==> config.mk <==
export PLATFORM = sky130hd
export DESIGN_NAME = comparator_scan_sequencer
export DESIGN_NICKNAME = d
export VERILOG_FILES = /design/src/rtl/comparator_scan_sequencer_pkg.sv /design/src/rtl/comparator_scan_sequencer_scan_result_reg.sv /design/src/rtl/comparator_scan_sequencer.sv
export SDC_FILE = /design/constraint.sdc
export NUM_CORES = 1
export LEC_CHECK = 0
export CAP_MARGIN = 5
export CORE_AREA = 4 4 149 151
export CTS_BUF_LIST = sky130_fd_sc_hd__clkbuf_8
export DETAILED_ROUTE_END_ITERATION = 7
export DIE_AREA = 0 0 153 155
export MAX_ROUTING_LAYER = met4
export PLACE_DENSITY = 0.72
export SLEW_MARGIN = 5
export SYNTH_ARGS = -nofsm -noshare
export SYNTH_HDL_FRONTEND = slang
export SYNTH_SLANG_ARGS = --single-unit
==> constraint.sdc <==
create_clock -name clk -period 1.8 [get_ports clk]
set_input_delay 0.45 -clock clk [delete_from_list [all_inputs] [get_ports clk]]
set_output_delay 0.45 -clock clk [all_outputs]
set_load 0.05 [all_outputs]
==> src/rtl/comparator_scan_sequencer_pkg.sv <==
// Shared types for the comparator scan sequencer: FSM states, bus widths, mask helpers.
package comparator_scan_sequencer_pkg;

  localparam int unsigned STRIP_W = 4;
  localparam int unsigned HS_W    = 32;

  typedef enum logic [2:0] {
    S_IDLE    = 3'd0,
    S_CLEAR   = 3'd1,
    S_FIRE    = 3'd2,
    S_RELEASE = 3'd3,
    S_SETTLE  = 3'd4,
    S_REPORT  = 3'd5,
    S_DONE    = 3'd6
  } state_t;

  // Strip s owns halfstrips 2s and 2s+1.
  function automatic logic [HS_W-1:0] strip_mask(input logic [STRIP_W-1:0] s);
    return {{(HS_W-2){1'b0}}, 2'b11} << {s, 1'b0};
  endfunction

  function automatic logic [HS_W-1:0] expect_mask(input logic [STRIP_W-1:0] s,
                                                  input logic side);
    return {{(HS_W-1){1'b0}}, 1'b1} << {s, side};
  endfunction

endpackage

==> src/rtl/comparator_scan_sequencer_scan_result_reg.sv <==
// Per-strip result record: saturating capture of the injector error counters,
// held stable under a valid/ready handshake until accepted or cleared.
module scan_result_reg
  import comparator_scan_sequencer_pkg::*;
#(
  parameter int unsigned RES_W = 16
) (
  input  logic               clk,
  input  logic               rst_n,
  input  logic               clr,
  input  logic               load,
  input  logic [STRIP_W-1:0] strip,
  input  logic [31:0]        thr_cnt,
  input  logic [31:0]        off_cnt,
  input  logic [31:0]        cmp_cnt,
  input  logic               wdog,
  input  logic               ready,
  output logic               valid,
  output logic [STRIP_W-1:0] res_strip,
  output logic [RES_W-1:0]   res_thr_err,
  output logic [RES_W-1:0]   res_off_err,
  output logic [RES_W-1:0]   res_cmp_err,
  output logic               res_wdog
);

  function automatic logic [RES_W-1:0] sat(input logic [31:0] c);
    return ((c >> RES_W) != 32'd0) ? '1 : c[RES_W-1:0];
  endfunction

  always_ff @(posedge clk or negedge rst_n) begin
    if (!rst_n) begin
      valid       <= 1'b0;
      res_strip   <= '0;
      res_thr_err <= '0;
      res_off_err <= '0;
      res_cmp_err <= '0;
      res_wdog    <= 1'b0;
    end else if (clr) begin
      valid <= 1'b0;
    end else if (load && !valid) begin
      valid       <= 1'b1;
      res_strip   <= strip;
      res_thr_err <= sat(thr_cnt);
      res_off_err <= sat(off_cnt);
      res_cmp_err <= sat(cmp_cnt);
      res_wdog    <= wdog;
    end else if (valid && ready) begin
      valid <= 1'b0;
    end
  end

endmodule

==> src/rtl/comparator_scan_sequencer.sv <==
// Walks a strip range, fires N injector pulses per strip and reports error counts per strip.
// Optional pulser-handshake watchdog enabled by defining SCAN_WDOG_EN.
module comparator_scan_sequencer
  import comparator_scan_sequencer_pkg::*;
#(
  parameter int unsigned N_STRIPS   = 16,
  parameter int unsigned RES_W      = 16,
  parameter int unsigned SETTLE_CYC = 4,
  parameter int unsigned WDOG_CYC   = 255
) (
  input  logic               clk,
  input  logic               rst_n,
  input  logic               start,
  input  logic               abort,
  input  logic [STRIP_W-1:0] first_strip,
  input  logic [STRIP_W-1:0] last_strip,
  input  logic [15:0]        n_pulses,
  input  logic               hs_side,
  output logic               busy,
  output logic               done,
  output logic               fire_pulse,
  input  logic               pulser_ready,
  output logic [HS_W-1:0]    active_strip_mask,
  output logic [HS_W-1:0]    halfstrips_expect,
  output logic               errcnt_rst,
  input  logic [31:0]        thresholds_errcnt,
  input  logic [31:0]        offsets_errcnt,
  input  logic [31:0]        compout_errcnt,
  output logic               res_valid,
  input  logic               res_ready,
  output logic [STRIP_W-1:0] res_strip,
  output logic [RES_W-1:0]   res_thr_err,
  output logic [RES_W-1:0]   res_off_err,
  output logic [RES_W-1:0]   res_cmp_err,
  output logic               res_wdog
);

  localparam int unsigned SET_W = $clog2(SETTLE_CYC + 1);

  state_t             state;
  logic [STRIP_W-1:0] strip;
  logic [STRIP_W-1:0] last_lat;
  logic [15:0]        pulse_cnt;
  logic [15:0]        pulse_last;
  logic               hs_lat;
  logic [SET_W-1:0]   settle_cnt;
  logic               settle_done;
  logic               wdog_trip;
  logic               last_of_scan;

  assign settle_done  = (state == S_SETTLE) && (settle_cnt == SET_W'(SETTLE_CYC - 1));
  assign last_of_scan = (strip == last_lat) || (strip == STRIP_W'(N_STRIPS - 1));

`ifdef SCAN_WDOG_EN
  localparam int unsigned WDOG_W = $clog2(WDOG_CYC + 1);
  logic [WDOG_W-1:0] wdog_cnt;
  logic              wdog_stay;

  // Counts only while the handshake phase is stuck; any transition restarts it.
  assign wdog_stay = !abort && (((state == S_FIRE) && pulser_ready) ||
                                ((state == S_RELEASE) && !pulser_ready));
  assign wdog_trip = wdog_stay && (wdog_cnt == WDOG_W'(WDOG_CYC - 1));

  always_ff @(posedge clk or negedge rst_n) begin
    if (!rst_n)         wdog_cnt <= '0;
    else if (wdog_stay) wdog_cnt <= wdog_cnt + 1'b1;
    else                wdog_cnt <= '0;
  end
`else
  assign wdog_trip = 1'b0;
`endif

  always_ff @(posedge clk or negedge rst_n) begin
    if (!rst_n) begin
      state             <= S_IDLE;
      strip             <= '0;
      last_lat          <= '0;
      pulse_cnt         <= '0;
      pulse_last        <= '0;
      hs_lat            <= 1'b0;
      settle_cnt        <= '0;
      busy              <= 1'b0;
      done              <= 1'b0;
      fire_pulse        <= 1'b0;
      errcnt_rst        <= 1'b0;
      active_strip_mask <= '0;
      halfstrips_expect <= '0;
    end else if (abort) begin
      state      <= S_IDLE;
      busy       <= 1'b0;
      done       <= 1'b0;
      fire_pulse <= 1'b0;
      errcnt_rst <= 1'b0;
    end else begin
      done       <= 1'b0;
      errcnt_rst <= 1'b0;
      case (state)
        S_IDLE: begin
          if (start) begin
            strip             <= first_strip;
            // A reversed range collapses to the single first strip.
            last_lat          <= (first_strip > last_strip) ? first_strip : last_strip;
            pulse_last        <= (n_pulses == 16'd0) ? 16'd0 : n_pulses - 16'd1;
            hs_lat            <= hs_side;
            busy              <= 1'b1;
            errcnt_rst        <= 1'b1;
            active_strip_mask <= strip_mask(first_strip);
            halfstrips_expect <= expect_mask(first_strip, hs_side);
            state             <= S_CLEAR;
          end
        end
        S_CLEAR: begin
          pulse_cnt  <= '0;
          fire_pulse <= 1'b1;
          state      <= S_FIRE;
        end
        S_FIRE: begin
          if (wdog_trip) begin
            fire_pulse <= 1'b0;
            state      <= S_REPORT;
          end else if (!pulser_ready) begin
            fire_pulse <= 1'b0;
            state      <= S_RELEASE;
          end
        end
        S_RELEASE: begin
          if (wdog_trip) begin
            state <= S_REPORT;
          end else if (pulser_ready) begin
            if (pulse_cnt == pulse_last) begin
              settle_cnt <= '0;
              state      <= S_SETTLE;
            end else begin
              pulse_cnt  <= pulse_cnt + 16'd1;
              fire_pulse <= 1'b1;
              state      <= S_FIRE;
            end
          end
        end
        S_SETTLE: begin
          if (settle_done) state <= S_REPORT;
          else             settle_cnt <= settle_cnt + 1'b1;
        end
        S_REPORT: begin
          if (res_valid && res_ready) begin
            if (last_of_scan) begin
              done  <= 1'b1;
              state <= S_DONE;
            end else begin
              strip             <= strip + 1'b1;
              errcnt_rst        <= 1'b1;
              active_strip_mask <= strip_mask(strip + 1'b1);
              halfstrips_expect <= expect_mask(strip + 1'b1, hs_lat);
              state             <= S_CLEAR;
            end
          end
        end
        S_DONE: begin
          busy  <= 1'b0;
          state <= S_IDLE;
        end
        default: state <= S_IDLE;
      endcase
    end
  end

  scan_result_reg #(
    .RES_W(RES_W)
  ) u_result (
    .clk        (clk),
    .rst_n      (rst_n),
    .clr        (abort),
    .load       (settle_done || wdog_trip),
    .strip      (strip),
    .thr_cnt    (thresholds_errcnt),
    .off_cnt    (offsets_errcnt),
    .cmp_cnt    (compout_errcnt),
    .wdog       (wdog_trip),
    .ready      (res_ready),
    .valid      (res_valid),
    .res_strip  (res_strip),
    .res_thr_err(res_thr_err),
    .res_off_err(res_off_err),
    .res_cmp_err(res_cmp_err),
    .res_wdog   (res_wdog)
  );

endmodule

Yosys cells after proc, flatten, opt, wreduce, memory -nomap -nowiden:

Cells that the tools add are included.

* add/sub/neg operators: 4
* order comparisons: 1
* equality and inequality tests: 23
* shifts and indexed selects: 4
* muxes and demuxes: 53
* bitwise operators: 1
* reductions and logical operators: 24

Operators by type and width (count)
* two-way mux 32 bit: 6
* one-hot mux 32 bit (2 select lines): 2
* two-way mux 16 bit: 6
* nonzero test 32 bit: 3
* << shifter 1 x 5 -> 32 bit (first input constant): 2
* << shifter 2 x 5 -> 32 bit (first input constant): 2
* two-way mux 3 bit: 11
* one-hot mux 16 bit (2 select lines): 1
* one-hot mux 3 bit (6 select lines): 1
* two-way mux 1 bit: 17
* adder 16 x 1 -> 16 bit (second input constant): 1
* equality test 16 bit: 1
* logical NOT 16 bit: 1
* two-way mux 4 bit: 4
* subtractor 16 x 1 -> 16 bit (second input constant): 1
* != test 3 bit (second input constant): 5
* AND reduction 5 bit: 3
* != test 2 bit (second input constant): 7
* equality test 3 x 2 -> 1 bit (second input constant): 3
* equality test 3 bit (second input constant): 3
* one-hot mux 4 bit (2 select lines): 1
* AND reduction 4 bit: 2
* one-hot mux 3 bit (2 select lines): 1
* nonzero test 2 bit: 3
* other kinds (18): 23

* bits in registers: 168
* output and inout bits: 122

Depth between registers and ports, before layout:

Gate-level depths: netlist (run 1).

* depth after elaboration: 6
* depth in mapped cells: 9

Cells and area by module:

A second synthesis (run 1) with hierarchy kept.

* cells, all modules: 784
* area total of the unflattened synthesis: 7738.7 um^2

By module, submodules not included
* comparator_scan_sequencer: instances 1, cells each 535, area each 5480.3 um^2
* scan_result_reg: instances 1, cells each 249, area each 2258.4 um^2

Least setup slack after synthesis (run 1):

No wires, ideal clock.

* path type: input to register
* start: in n_pulses[12]
* end: reg pulse_last[11]
* setup time: 0.124 ns
* data arrival time: 1.770 ns
* data required time: 1.676 ns
* setup slack: -0.093 ns
* cell stages on the path: 5
* cells stage by stage: or4_1 nand4bb_1 o21ai_1 buf_2 o21ai_1

* cells in the longest elaborated chain, start to end: 2

RTL lines
* from (decl): line comparator_scan_sequencer.sv:17 `input logic [15:0] n_pulses,`
* logical NOT 16 bit: line comparator_scan_sequencer.sv:103 `pulse_last <= (n_pulses == 16'd0) ? 16'd0 : n_pulses - 16'd1;`
* two-way mux 16 bit: line comparator_scan_sequencer.sv:103
* to (signal assigned): line comparator_scan_sequencer.sv:103
* to (decl): line comparator_scan_sequencer.sv:44 `logic [15:0] pulse_last;`

No other way between the ends.
A chain may end at the register's enable or synchronous reset.

Worst setup path in the final report (run 1):

* start: reg strip[1]
* end: reg active_strip_mask[19]

* cells in the longest elaborated chain, start to end: 5
* elaborated cells on any way between the ends: 10

RTL lines
* from (decl): line comparator_scan_sequencer.sv:41 `logic [STRIP_W-1:0] strip;`
* from (signal assigned): line comparator_scan_sequencer.sv:100 `strip <= first_strip;`
* from (signal assigned): line comparator_scan_sequencer.sv:150 `strip <= strip + 1'b1;`
* adder 4 x 1 -> 4 bit: line comparator_scan_sequencer.sv:152 `active_strip_mask <= strip_mask(strip + 1'b1);`
* << shifter 2 x 5 -> 32 bit: line comparator_scan_sequencer_pkg.sv:19 `return {{(HS_W-2){1'b0}}, 2'b11} << {s, 1'b0};`
* two-way mux 32 bit: line comparator_scan_sequencer.sv:146 `if (last_of_scan) begin`
* two-way mux 32 bit: line comparator_scan_sequencer.sv:145 `if (res_valid && res_ready) begin`
* one-hot mux 32 bit (2 select lines): line comparator_scan_sequencer.sv:97 `case (state)`
* to (signal assigned): line comparator_scan_sequencer.sv:107 `active_strip_mask <= strip_mask(first_strip);`
* to (signal assigned): line comparator_scan_sequencer.sv:152
* to (decl): line comparator_scan_sequencer.sv:23 `output logic [HS_W-1:0] active_strip_mask,`

Several ways; a longest one is shown, not always the timed one. The select of a mux whose other input is x is not followed.

==> results of run 1 <==
power groups by stage:
stage,clock network (mW),registers (mW),logic (mW)
4_1_cts,2.71,4.19,3.26
3_3_place_gp,0,4.24,3.06
5_1_grt,2.84,4.25,3.64
6_report,2.63,4.19,3.39
3_5_place_dp,0,4.25,3.12
2_1_floorplan,0,4.76,1.22
logic make-up (layout without fill, tap and decap cells):
logic type	Yosys count	in the layout	synth area share [%]
xor gates and xnor gates	34	34	4.16
muxes	21	21	3.09
AOI/OAI and AO/OA	172	172	17.3
buffers and inverters	63	438	4.56
other	1	2	0.0524
and+or+nand+nor	211	211	16.0
DFF	152	152	53.1
adders and majority gates	10	10	1.75
worst max-delay path by stage:
| stage | from | end | slack, ps | cells past startpoint |
|---|---|---|---|---|
| finish | strip[1]$_DFFE_PN0P_ | active_strip_mask[19]$_DFFE_PN0P_ | -180 | 9 |
| global route | strip[0]$_DFFE_PN0P_ | halfstrips_expect[30]$_DFFE_PN0P_ | -220 | 10 |
| CTS | strip[1]$_DFFE_PN0P_ | active_strip_mask[21]$_DFFE_PN0P_ | -140 | 8 |
| detailed placement | abort | active_strip_mask[21]$_DFFE_PN0P_ | -560 | 8 |
| global placement | abort | active_strip_mask[5]$_DFFE_PN0P_ | -510 | 8 |
| floorplan | n_pulses[12] | pulse_last[11]$_DFFE_PN0P_ | 5 | 5 |
final cells by class:
cell class	instances	share of cell area (%)
Antenna cell	1	0.0219
Sequential cell	152	33.3
Multi-Input combinational cell	449	28.6
Clock buffer	17	2.05
Clock inverter	15	1.35
Tap cell	275	3.01
Inverter	16	0.526
Timing Repair Buffer	390	31.1
state kept, by name (all words and copies together), names as in the netlist:
name and count:
busy 1, u_result.res_thr_err 16, state 3, hs_lat 1
halfstrips_expect 32, last_lat 4, u_result.res_cmp_err 16, done 1
pulse_cnt 16, u_result.res_strip 4, u_result.res_off_err 16, u_result.valid 1
errcnt_rst 1, active_strip_mask 16, settle_cnt 3, pulse_last 16
strip 4, fire_pulse 1
placed cells by master (no fill, tap or decap), types with 15 or more instances in the layout:
cell and n:
nand2_1 69, inv_1 15, clkbuf_8 17, dfrtp_1 151
a21oi_1 19, buf_12 19, xor2_1 18, nor4_1 17
nand3_1 15, buf_4 232, nor2_1 22, o22a_1 48
a22o_1 30, clkdlybuf4s50_1 125, o21ai_1 29
metal layers:
layer	wire length [µm]	track usage [%]
met5	0	-
met4	526	6.49
met3	1400	5.31
met2	10800	30.7
met1	9420	22.3
timing repair:
| item | in CTS | in global routing |
|---|---|---|
| setup endpoints to repair | 68 | 120 |
| hold buffers | 1 | 0 |
| endpoints found under the hold margin | 34 | 0 |
| resized for setup | 34 | 33 |
| buffers inserted | 10 | 4 |
| cloned | 1 | 1 |
| pin swaps | 31 | 11 |
==> metrics.md, run 1 <==
| Metric | Value |
|---|---|
| Clock slew at reported path FFs | `100 ps` |
| All-Layer GR Usage | `18.7%` |
| Number of clock sinks | `152` |
| Fin cells | `1,315` |
| R2r worst-path depth | `9` |
| Placed Instances | `1,266` |
| Core area | `20,800 µm²` |
| Initial antenna violation count | `1` |
| DR vias | `6,539` |
| Async SR Flop Fraction | `100%` |
| Cell variety after synth | `58` |
| Final nets | `1,163` |
| Hold Slack | `477 ps` |
| Final period utilization | `110%` |
| Post-route cell area | `11,400 µm²` |
| Final setup fails | `55` |
| GRT overflow | `0` |
| Seq pwr share | `41.0%` |
| Clock root buffer | `clkbuf_8` |
| Initial Util | `34.4%` |
| Crit path buf inv count | `4` |
| Pin count of the biggest net entering global routing | `42` |
| Row count | `53` |
| Worst EP required | `2140 ps` |
| Vias in the first global route | `6,665` |
| Final Hold Vio Count | `0` |
| Max VDD drop | `0.374 mV` |
| DR DRC count | `0` |
| Synth area leader | `dfrtp_1` |
| RSZ-0062 raised after global routing | `true` |
| 1st-pass router iterations | `5` |
| Number of synthesized flops with an enable pin | `0` |
| Highest achievable clock rate | `505 MHz` |
| Max Fanout on Critical Path | `16` |
| Critical Path Sink Type | `register` |
| Syn_area_per_cell | `10.8 µm²` |
| Sw Ratio | `36.3%` |
| Area taken by multi-input logic gates | `3270 µm²` |
| Largest cells by area after synthesis | `dfrtp_1 (53%), o22a_1 (5.9%), nand2_1 (4.0%), a22o_1 (3.7%), o21ai_1 (2.5%)` |
| Syn nets | `801` |
| DP HPWL | `16.9 mm` |
| Violated checks | `negative setup slack` |
| Total CTS buffers | `17` |
| Commonest cells post-synth | `dfrtp_1 (152), nand2_1 (76), o22a_1 (48)` |
| Max-cap violations | `0` |
| Worst r2r src | `strip[1]$_DFFE_PN0P_` |
| Register Area | `3800 µm²` |
| Placed Area | `10,600 µm²` |
| Antenna Nets Post-Route | `0` |
| I/O pins | `249` |
| Global-route wire length before repair | `34.8 mm` |
| Critical path launch point type | `register` |
| Post-layout minimum cycle time | `1980 ps` |
| Worst setup margin | `-179 ps` |
| Leakage | `5.28 nW` |
| Synth Register Bits | `152` |
| Ys flop type | `dfrtp_1` |
| Yosys Warn Count | `0` |
| Critical path's top delay family | `buffers and inverters` |
| CP cell instances | `ha_2, and3_4, a41oi_2, buf_4, a21oi_4, buf_12, buf_8, buf_12, a22o_1` |
| Count leader, synth | `dfrtp_1` |
| Internal | `6.50 mW` |
| DRC marker count from the first detailed-route iteration | `390` |
| Total chip power | `10.2 mW` |
| Net Sw Power | `3.71 mW` |
| Die W | `153 µm` |
| I/O Buffers | `247` |
| Avg Vias per Cell | `4.97` |
| Final Util | `54.8%` |
| Power per cell area | `895 nW/µm²` |
| Max incr delay on CP | `440 ps` |
| WL/cell | `16.8 µm` |
| Share of the synthesized area in the top cell type | `53.1%` |
| R2R Setup Slk | `-180 ps` |
| Die height | `155 µm` |
| Register area share after synthesis | `53.1%` |
| Most used cell, CP | `buf_12` |
| Final wirelength | `22.1 mm` |
| Netlist Area Pre-Place | `7160 µm²` |
| Die area | `23,700 µm²` |
| Routability cong. | `0.870` |
| Syn Inst Count | `664` |
| Slowest CP cell | `dfrtp_1` |
| Status | `finished, violations left` |
| CTS Buffer Depth | `2` |
| CTS tree | `yes` |
| Setup TNS | `-6160 ps` |
| Fill cells | `1,811` |
| Worst Skew | `14.4 ps` |
| Pre-CTS setup slack | `-564 ps` |
| Gate power share | `33.2%` |
| Clk pwr share | `25.8%` |
| Worst EP arrival | `2320 ps` |
| Max-slew violations | `0` |
| R2r endpoint | `active_strip_mask[19]$_DFFE_PN0P_` |
| Layout area overhead | `59.4%` |
| Worst hold-check path type | `primary input to asynchronous set/reset pin` |
| H-Tree Level Count | `4` |
| Crit Path Class | `register to register` |
| Later-pin clock latency in the skew report | `460 ps` |
| Share of cells above drive strength 1 | `34.7%` |
Note: power is estimated with default switching activity, not from simulation.
==> run 2, diff against run 1 <==
--- a/config.mk
+++ b/config.mk
@@ -5,13 +5,12 @@
 export SDC_FILE = /design/constraint.sdc
 export NUM_CORES = 1
 export LEC_CHECK = 0
-export CAP_MARGIN = 5
 export CORE_AREA = 4 4 149 151
 export CTS_BUF_LIST = sky130_fd_sc_hd__clkbuf_8
 export DETAILED_ROUTE_END_ITERATION = 7
 export DIE_AREA = 0 0 153 155
 export MAX_ROUTING_LAYER = met4
-export PLACE_DENSITY = 0.72
+export PLACE_DENSITY = 0.7
 export SLEW_MARGIN = 5
 export SYNTH_ARGS = -nofsm -noshare
 export SYNTH_HDL_FRONTEND = slang
==> constraint.sdc (replaced) <==
create_clock -name clk -period 2.6 [get_ports clk]
set_input_delay 0.65 -clock clk [delete_from_list [all_inputs] [get_ports clk]]
set_output_delay 0.65 -clock clk [all_outputs]
set_load 0.05 [all_outputs]
==> run 2 against run 1 <==
Net effect:
- the run now ends clean
- critical path depth fell by 8
- highest routed layer unchanged
- hold slack got worse by 340 ps
- wire length fell by 6.2%
- core utilization fell by 4.9 points
- critical endpoint is now res_valid
- sequential share of layout area rose by 3.3 points
- clock-buffer cell count did not move
- sequential power fell by 30%
- setup slack improved by 370 ps
- die area did not move
- cell area fell by 8.9%
- critical path type is now register to output port
==> metrics.md, run 2 (synthesis gave the netlist of run 1 again) <==
| Metric | Value |
|---|---|
| Initial antenna violation count | `0 (-1)` |
| WL/cell | `17.1 µm (+1.8%)` |
| Pin count of the biggest net entering global routing | `54 (+29%)` |
| H-Tree Level Count | `4 (unchanged)` |
| Crit path buf inv count | `1 (-3)` |
| GRT overflow | `0 (unchanged)` |
| Max VDD drop | `0.298 mV (-20%)` |
| # diodes | `0 (-1)` |
| Worst EP arrival | `1760 ps (-560 ps)` |
| Max incr delay on CP | `870 ps (+430 ps)` |
| Final period utilization | `92.8%` |
| Post-CTS Setup Inserts | `0 (-10)` |
| Die W | `153 µm (unchanged)` |
| CTS Buffer Depth | `2 (unchanged)` |
| R2r worst-path depth | `6 (-3)` |
| Total chip power | `6.58 mW (-36%)` |
| Global-route wire length before repair | `33.2 mm (-4.5%)` |
| Reg with most FFs | `halfstrips_expect` |
| Max-cap violations | `0 (unchanged)` |
| Share of cells above drive strength 1 | `10.1% (-25 points)` |
| 1st-pass router iterations | `4 (-1)` |
| Max reg flops | `32 (unchanged)` |
| Die height | `155 µm (unchanged)` |
| DRC marker count from the first detailed-route iteration | `328 (-16%)` |
| Later-pin clock latency in the skew report | `450 ps (about the same)` |
| Highest achievable clock rate | `414 MHz` |
| Fill cells | `1,984 (+9.6%)` |
| Met1 wire length | `9.52 mm (+1.1%)` |
| Top sig layer | `met4` |
| Post-layout minimum cycle time | `2410 ps` |
| CTS tree | `yes` |
| CP Depth | `1 (-8)` |
| Clock slew at reported path FFs | `80 ps (-20 ps)` |
| DR vias | `6,128 (-6.3%)` |
| Max Fanout on Critical Path | `5 (-11)` |
| Vias in the first global route | `6,099 (-8.5%)` |
| DP HPWL | `16.0 mm (-5.6%)` |
| Number of clock sinks | `152 (unchanged)` |
| Slowest CP cell | `clkdlybuf4s50_1` |
| I/O pins | `249 (unchanged)` |
| Fin cells | `1,211 (-7.9%)` |
| WL met2 | `9.76 mm (-9.4%)` |
| Worst hold-check path type | `primary input to asynchronous set/reset pin` |
| Leakage | `4.44 nW (-16%)` |
| Final setup fails | `0 (-100%)` |
| Worst Skew | `16.6 ps (+2.21 ps)` |
| Final wirelength | `20.7 mm (-6.2%)` |
| Routability cong. | `0.835 (-4.0%)` |
| Worst Tran Pin Value | `655 ps` |
| Initial Util | `34.4% (unchanged)` |
| Commonest non-fill, non-tap cell in the layout | `clkdlybuf4s50_1` |
| Avg Vias per Cell | `5.06 (+1.8%)` |
| Power per cell area | `633 nW/µm² (-29%)` |
| Critical path launch point type | `register` |
| CP cell instances | `clkdlybuf4s50_1` |
| Core area | `20,800 µm² (unchanged)` |
| PostCTS Resize Cnt | `0 (-100%)` |
| WL met3 | `1.14 mm (-18%)` |
| Max-slew violations | `0 (unchanged)` |
| Clock root buffer | `clkbuf_8` |
| I/O Buffers | `247 (unchanged)` |
| Total CTS buffers | `17 (unchanged)` |
| Layout area overhead | `45.2%` |
| Row count | `53 (unchanged)` |
| Worst EP required | `1950 ps (-190 ps)` |
| Worst setup margin | `186 ps (+366 ps)` |
| DR DRC count | `0 (unchanged)` |
| Pre-CTS setup slack | `-108 ps (+456 ps)` |
| Status | `finished, final reports clean` |
| Die area | `23,700 µm² (unchanged)` |
| Final nets | `1,060 (-8.9%)` |
| Placed Instances | `1,179 (-6.9%)` |
| Antenna Nets Post-Route | `0 (unchanged)` |
| Slew headroom | `55.1%` |
| Critical path's top delay family | `buffers and inverters` |
| Hold Slack | `133 ps (-344 ps)` |
| Final Hold Vio Count | `0 (unchanged)` |
| All-Layer GR Usage | `17.7% (-1.0 points)` |
| Crit Path Class | `register to output port` |
| Cts-stage hold buffer count | `0 (-1)` |
| RSZ-0062 raised after global routing | `false` |
| Most frequent cells in the layout | `clkdlybuf4s50_1 (246), dfrtp_1 (152), nand2_1 (76)` |
| Critical Path Sink Type | `output port` |
## run 2: cell types whose count changed in the layout (fill, tap and decap cells not counted), sizes merged
cell	before	now
diode	1	0
clkinv	2	4
clkdlybuf4s50	125	246
bufinv	1	0
clkbuf	18	17
buf	263	41
inv	27	26
dlygate4sd3	1	0
## run 2: path summary, 6_finish.rpt
| check | from | to | slack, ps |
|---|---|---|---|
| worst max register to register | strip[1]$_DFFE_PN0P_ | halfstrips_expect[2]$_DFFE_PN0P_ | 250 |
| worst min register to register | hs_lat$_DFFE_PN0P_ | hs_lat$_DFFE_PN0P_ | 480 |
| worst min-delay path | rst_n | pulse_last[1]$_DFFE_PN0P_ | 130 |
| min in group clk | hs_lat$_DFFE_PN0P_ | hs_lat$_DFFE_PN0P_ | 480 |
| worst max-delay path | u_result.valid$_DFFE_PN0P_ | res_valid | 190 |
| max in group asynchronous | rst_n | halfstrips_expect[20]$_DFFE_PN0P_ | 1710 |
## run 2: area by class of cell
| type | instances | area, µm² | area share (%) |
|---|---|---|---|
| Multi-Input combinational cell | 449 | 3030 | 29.2 |
| Inverter | 16 | 60.1 | 0.578 |
| Clock buffer | 17 | 234 | 2.25 |
| Clock inverter | 15 | 136 | 1.31 |
| Sequential cell | 152 | 3800 | 36.6 |
| Tap cell | 275 | 344 | 3.31 |
| Timing Repair Buffer | 287 | 2790 | 26.8 |
## run 2: where the power goes
part | switching [mW] | internal, mW
combinational | 1.12 | 0.799
sequential | 0.282 | 2.66
clock | 1.01 | 0.703
## run 2: metal layers
metal | GRT usage [%] | vias to the layer above
met5 | - | -
met4 | 5.30 | 0
met3 | 3.87 | 21
met2 | 27.7 | 222
met1 | 23.3 | 2956
li1 | - | 2929
## run 2: metrics by stage
step / setup TNS, ps / instance area, µm² / utilization, %
final: 0 / 10400 / 49.9
after global routing: 0 / 10400 / 49.9
after CTS: 0 / 10400 / 49.9
after detailed placement: -3590 / 10000 / 48.1
after global placement: -67.0 / 10000 / 48.1
after floorplan: 0 / 7160 / -
